--- src/rtl/core_pipe_ctrl.sv ---
`timescale 1ns/1ps
// Stage sequencer: drives per-stage enables from finish strobes, one token (multicycle) or one per stage (pipelined).
// Latency: a token moves one stage per edge once finished; retire pulse is combinational on the last stage's finish.
// Backpressure: a finished stage whose successor is occupied and not advancing holds its token with its enable dropped.
module core_pipe_ctrl #(
    parameter int NSTAGE    = 3,
    parameter int PIPE_MODE = 1,
    parameter int CNT_W     = 32,
    parameter int IDX_W     = 2
) (
    input  logic              i_clk,
    input  logic              i_rst,
    input  logic [NSTAGE-1:0] i_stage_finish,
    input  logic              i_flush,
    input  logic              i_halt,
    output logic [NSTAGE-1:0] o_stage_en,
    output logic [NSTAGE-1:0] o_stage_vld,
    output logic              o_busy,
    output logic              o_retire,
    output logic [CNT_W-1:0]  o_retire_cnt,
    output logic [IDX_W-1:0]  o_active_idx
);

    logic [NSTAGE-1:0] vld;
    logic [NSTAGE-1:0] done;
    logic [NSTAGE-1:0] fin;
    logic [NSTAGE-1:0] adv;
    logic [NSTAGE-1:0] vld_nxt;
    logic [NSTAGE-1:0] done_nxt;
    logic [CNT_W-1:0]  cnt;

    // A stage is finished if it already latched done or its strobe fires while enabled.
    assign fin = vld & (done | i_stage_finish);

    // Advance chain resolved from the last stage down: a stage moves if its successor is free or moving.
    always_comb begin : adv_chain
        logic [NSTAGE-1:0] a;
        a = '0;
        a[NSTAGE-1] = fin[NSTAGE-1];
        for (int k = NSTAGE - 2; k >= 0; k--) begin
            a[k] = fin[k] & (~vld[k+1] | a[k+1]);
        end
        adv = a;
    end

    // Next occupancy: moves, blocked-finish latching, flush clearing and stage-0 injection.
    always_comb begin : next_state
        logic inj;
        vld_nxt  = vld;
        done_nxt = done;

        if (adv[NSTAGE-1]) begin
            vld_nxt[NSTAGE-1] = 1'b0;
        end else if (fin[NSTAGE-1]) begin
            done_nxt[NSTAGE-1] = 1'b1;
        end

        for (int k = NSTAGE - 2; k >= 0; k--) begin
            if (adv[k]) begin
                vld_nxt[k] = 1'b0;
                // A redirect kills the token instead of handing it on.
                if (!i_flush) begin
                    vld_nxt[k+1]  = 1'b1;
                    done_nxt[k+1] = 1'b0;
                end
            end else if (fin[k]) begin
                done_nxt[k] = 1'b1;
            end
        end

        // Everything upstream of the last stage is on the wrong path after a redirect.
        if (i_flush) begin
            vld_nxt[NSTAGE-2:0]  = '0;
            done_nxt[NSTAGE-2:0] = '0;
        end

        // Multicycle mode only fetches once the lone token is gone; a redirect always refetches.
        if (i_halt) begin
            inj = 1'b0;
        end else if (i_flush) begin
            inj = 1'b1;
        end else if (PIPE_MODE != 0) begin
            inj = ~vld[0] | adv[0];
        end else begin
            inj = (vld_nxt == '0);
        end

        if (inj) begin
            vld_nxt[0]  = 1'b1;
            done_nxt[0] = 1'b0;
        end
    end

    // Lowest occupied stage, zero when empty.
    always_comb begin
        o_active_idx = '0;
        for (int k = NSTAGE - 1; k >= 0; k--) begin
            if (vld[k]) begin
                o_active_idx = IDX_W'(k);
            end
        end
    end

    // State registers; reset discards all tokens and the retire count immediately.
    always_ff @(posedge i_clk or negedge i_rst) begin
        if (!i_rst) begin
            vld  <= '0;
            done <= '0;
            cnt  <= '0;
        end else begin
            vld  <= vld_nxt;
            done <= done_nxt;
            if (adv[NSTAGE-1]) begin
                cnt <= cnt + CNT_W'(1);
            end
        end
    end

    assign o_stage_en   = vld & ~done;
    assign o_stage_vld  = vld;
    assign o_busy       = |vld;
    assign o_retire     = adv[NSTAGE-1];
    assign o_retire_cnt = cnt;

endmodule

--- config.mk ---
export PLATFORM = sky130hd
export DESIGN_NAME = core_pipe_ctrl
export DESIGN_NICKNAME = d
export VERILOG_FILES = /design/src/rtl/core_pipe_ctrl.sv
export SDC_FILE = /design/constraint.sdc
export NUM_CORES = 1
export LEC_CHECK = 0
export CAP_MARGIN = 20
export CORE_MARGIN = 3
export CORE_UTILIZATION = 51
export DETAILED_ROUTE_END_ITERATION = 10
export PLACE_DENSITY = 0.84
export SLEW_MARGIN = 20
export SYNTH_ARGS = -nofsm -noshare
export SYNTH_HDL_FRONTEND = slang
export SYNTH_SLANG_ARGS = --single-unit
--- constraint.sdc ---
create_clock -name i_clk -period 4.3 [get_ports i_clk]
set_clock_uncertainty 0.1 [all_clocks]
set_input_delay 0.86 -clock i_clk [delete_from_list [all_inputs] [get_ports i_clk]]
set_output_delay 0.86 -clock i_clk [all_outputs]
set_load 0.1 [all_outputs]
Word-level counts from Yosys, hierarchy flattened
Cells that the tools add are included.
W data, S select, Z words.
{"block": "op_classes", "n_addsub": 1, "mul": 0, "div_mod_pow": 0, "order_cmp": 0, "eq_ne": 2, "shifts": 0, "n_mux": 18, "bitwise": 12, "n_reduce_logical": 7}
{"op": "$add A32 B1 Y32 const B", "count": 1}
{"op": "$mux W2", "count": 7}
{"op": "$reduce_bool A3 Y1", "count": 4}
{"op": "$mux W1", "count": 11}
{"op": "$and A3 B3 Y3", "count": 2}
{"op": "$reduce_and A2 Y1", "count": 2}
{"op": "$ne A3 B2 Y1 const B", "count": 1}
{"op": "$ne A3 B3 Y1 const B", "count": 1}
{"op": "$not A1 Y1", "count": 3}
{"op": "$not A2 Y3", "count": 1}
{"op": "$or A1 B1 Y1", "count": 3}
{"op": "$or A2 B3 Y3", "count": 1}
{"op": "$reduce_or A3 Y1", "count": 1}
{"op": "$and A1 B1 Y1", "count": 2}
{"block": "word_totals", "regBits": 37, "latchBits": 0, "mem_bits_rw": 0, "romBits": 0, "input_bits": 7, "out_inout_bits": 42, "word_cells": 46, "mem_count": 0}

Logic depth before layout (Yosys ltp)
{"block": "depth", "depth_word": 11, "depth_mapped": 6, "mapped_depth_nobuf": 5}

Least setup slack after synthesis
No wires, ideal clock.
{"block": "synth_timing", "path_kind": "reg-to-output", "from": "register vld[2] (netlist: o_stage_vld[2])", "to": "output o_active_idx[1]", "t_arrival_ns": 3.288, "slack_ns": 0.052, "path_stages_with_launch": 2, "path_buffers": 0, "path_cell_list": "dfrtp_1 > nor3b_1"}
{"block": "synth_between", "elab_chain_cells": 3}
{"item": "from (decl)", "line_no": "24", "rtl": "logic [NSTAGE-1:0] vld;"}
{"item": "from (signal assigned)", "line_no": "111", "rtl": "vld <= vld_nxt;"}
{"item": "$mux W2 (3 in a row)", "line_no": "98", "rtl": "if (vld[k]) begin"}
{"item": "to (decl)", "line_no": "21", "rtl": "output logic [IDX_W-1:0] o_active_idx"}
Every way passes these cells.

Worst setup path after layout
Ends and elaborated chain as after synthesis.

==> results.md <==
* Sw power at 0.298 mW
* RSZ-0062 raised after global routing: no
* Hold_buf cts at 0
* Slew Limit Headroom at 34.3%
* Max-slew violation count at 0
* Post-Synthesis Cells at 161
* Placer Congestion at 0.796
* VDD IR max at ~0.31 mV
* Worst reg2reg path depth at 5
* Total Wirelength at 3650 um
* CTS Buffer Depth at 2
* Clock sink count at 37
* Die width at ~65 um
* Number of iterations in the first detailed-routing pass at 4
* CTS Buf Count at 5
* Max_cap viols at 0
* Post-CTS Setup Repair Bufs at 0
* Post-Place Worst Slack at 1.34 ns
* WP data required at between 3 and 4 ns
* Netlist cell types at 28
* Static Leak at 1.09 nW
* Site row count at 20
* Met2 Track Usage GR at 32.5%
* DRC violations left at 0
* TritonCTS clock tree: built
* Worst R2R Start: o_retire_cnt[0]
* Iter 0 DRT Violations at 99
* Final TNS setup at 0 ns
* Pint at 0.476 mW
* Post-CTS Resized at 0
* Highest clock rate at 0.316 GHz
* Critical path fanouts, max at 8
* Chip height at 64.7 um
* Post-layout min period at 3.16 ns
* Fin. Hold Viols at 0
* Met3 usage at 6.07%
* Congestion Overflow GR at 0
* GR Util met1 at 22.6%
* Worst-path clk slew at between 0.1 and 0.15 ns
* Total number of vias at 1339
* Antenna violations before repair at 0
* Status: complete, no violations
* Initial Util at 55.3%
* Syn avg cell area at roughly 11 um2
* Util after Layout at 72.5%
* CTS root buffer: clkbuf_4
* Hold depth at 1
* Die footprint at roughly 4200 um2
* Hold slack at 0.385 ns
* GRT Overall Usage at 18.8%
* Worst Setup Start Kind: flop
* Layer with the highest usage: met2
* P per Cell Area at approximately 340 nW/um2
* Worst-Margin Slew at 0.982 ns
* Final net count at 220
* Hold Path End: o_retire_cnt[31]
* Mapped Area at ~1800 um2
* I/O pin count at 49
* First-pass GRT wire length at 6050 um
* Logic pwr share at 28.0%
* Core area at 3180 um2
* Largest net degree at the start of global routing at 38
* Worst reg-to-reg setup slack at 2.17 ns
* Reg-to-Reg End: o_retire_cnt[28]
* Critical Path End Type: output pin
* Routed wire per std cell at 14.2 um
* Seq cells post-synth at 37
* Hold WC Path Type: flop to flop
* H-tree levels at 2
* Synthesis Warnings at 0
* Flop pwr share at 49.2%
* Area Overhead vs Synth at 31.2%
* Final Cycle Share at approximately three quarters
* Arrival @ worst endpoint at about 2.2 ns
* ANT nets after route at 0
* Sequential-to-total area share from yosys stat at 52.7%
* DP HPWL at 2650 um
* Crit Path Category: flop to output pin
* Vias in the first global route at 1328
* Final setup violation count at 0
* Layout filler cell count at 238
* Net Sw Frac at around two fifths
* # port buffers at 48
* HP Start: o_retire_cnt[31]
* Clk_lat worst skew at 0.34 ns
* Ratio of cells with drive above 1 in the final layout at 7.98%
* Syn nets at approximately 170
* # diodes at 0
* PnR worst setup slack at 1.14 ns
* Vias/cell at about 5.2
* Clock share of power at a little under a quarter
-- cell usage in the layout (no fill, tap or decap), types with 2 or more instances in the layout --
| cell type | n |
|---|---|
| inv_1 | 5 |
| or4_4 | 2 |
| xor2_1 | 21 |
| clkdlybuf4s50_1 | 46 |
| nand2b_1 | 3 |
| and4_1 | 2 |
| a21oi_1 | 3 |
| clkbuf_4 | 5 |
| nor4_4 | 3 |
| nor2_1 | 11 |
| clkinv_2 | 2 |
| and3_1 | 2 |
| dfrtp_1 | 37 |
| o21ai_0 | 4 |
| nand4_1 | 5 |
| nand3_1 | 7 |
| xnor2_1 | 10 |
| nand2_1 | 16 |
| or3_1 | 2 |
| nor3_1 | 10 |
| nor2b_1 | 5 |
| nor4_1 | 3 |
-- synth_stat cells (all sizes together) --
cell     n  share of area (%)
inv      5                1.1
dfrtp   37                 53
nor3b    2                1.1
a21oi    3               0.85
or2      1               0.36
nand4    5                1.8
nor4b    1               0.50
buf      4                1.8
nor2    11                2.4
or4      2                1.3
or3      2               0.71
xnor2   10                5.0
nor2b    5                1.8
nor3    10                2.8
nand3    7                2.0
and3     2               0.71
and4     2                1.0
nor4     6                4.7
mux2     1               0.64
xor2    21                 10
nand2b   3                1.1
nand2   16                3.4
o21ai    4                1.1
ha       1               0.71
-- worst max path at each step --
stage                                 start                to  slack (ns)  depth (start not counted)
final                        o_stage_vld[2]   o_active_idx[1]        1.14                          2
after global routing         o_stage_vld[2]   o_active_idx[1]        1.05                          2
after CTS                    o_stage_vld[2]   o_active_idx[1]        1.13                          2
after detailed placement  i_stage_finish[2]  o_retire_cnt[28]        1.34                          5
after global placement    i_stage_finish[2]  o_retire_cnt[29]        1.40                          5
after floorplan              o_stage_vld[2]   o_active_idx[1]        0.05                          1
-- critical path, stage by stage (launching register included) --
cell	delay [ns]
dfrtp_1	0.47
nor3b_1	0.22
clkdlybuf4s50_1	1.17
-- sequential cells by signal, indices dropped and copies added (netlist names) --
name	count
o_retire_cnt	32
o_stage_vld	3
done	2
-- power groups by stage --
| stage | combinational, mW | sequential, mW | clock [mW] |
|---|---|---|---|
| after floorplan | 0.0543 | 0.492 | 0 |
| after global placement | 0.214 | 0.386 | 0 |
| after detailed placement | 0.218 | 0.388 | 0 |
| after CTS | 0.219 | 0.381 | 0.180 |
| after global routing | 0.228 | 0.384 | 0.197 |
| final | 0.217 | 0.381 | 0.176 |
-- metal layers --
metal | wire length (um) | up-vias
met4 | 19 | 0
met5 | 0 | -
met3 | 168 | 2
met2 | 1820 | 37
li1 | - | 653
met1 | 1650 | 647
-- cells by family (layout without fill, tap and decap cells) --
group	Yosys count	in the layout	synth area share, %
adder cells (fa/ha/maj)	1	1	0.712
multiplexers	1	1	0.641
buffers and inverters	9	61	2.85
flip-flops	37	37	52.7
XOR/XNOR	31	31	15.5
AO/OA/AOI/OAI	7	7	1.99
AND/OR/NAND/NOR	75	75	25.6
-- metrics by stage --
stage | cells | cell area (um2) | power, mW
5_1_grt | 257 | 2300 | 0.809
4_1_cts | 257 | 2300 | 0.781
3_3_place_gp | 249 | 2250 | 0.600
3_5_place_dp | 249 | 2250 | 0.606
6_report | 257 | 2300 | 0.774
2_1_floorplan | 161 | 1760 | 0.546
-- cell type report --
| type | count | area, um2 | share of cell area [%] |
|---|---|---|---|
| Clock buffer | 6 | 41.3 | 1.79 |
| Clock inverter | 2 | 10.0 | 0.434 |
| Inverter | 5 | 18.8 | 0.814 |
| Multi-Input combinational cell | 115 | 781 | 33.9 |
| Sequential cell | 37 | 926 | 40.2 |
| Tap cell | 44 | 55.1 | 2.39 |
| Timing Repair Buffer | 48 | 473 | 20.5 |
(Power assumes the default switching activity.)
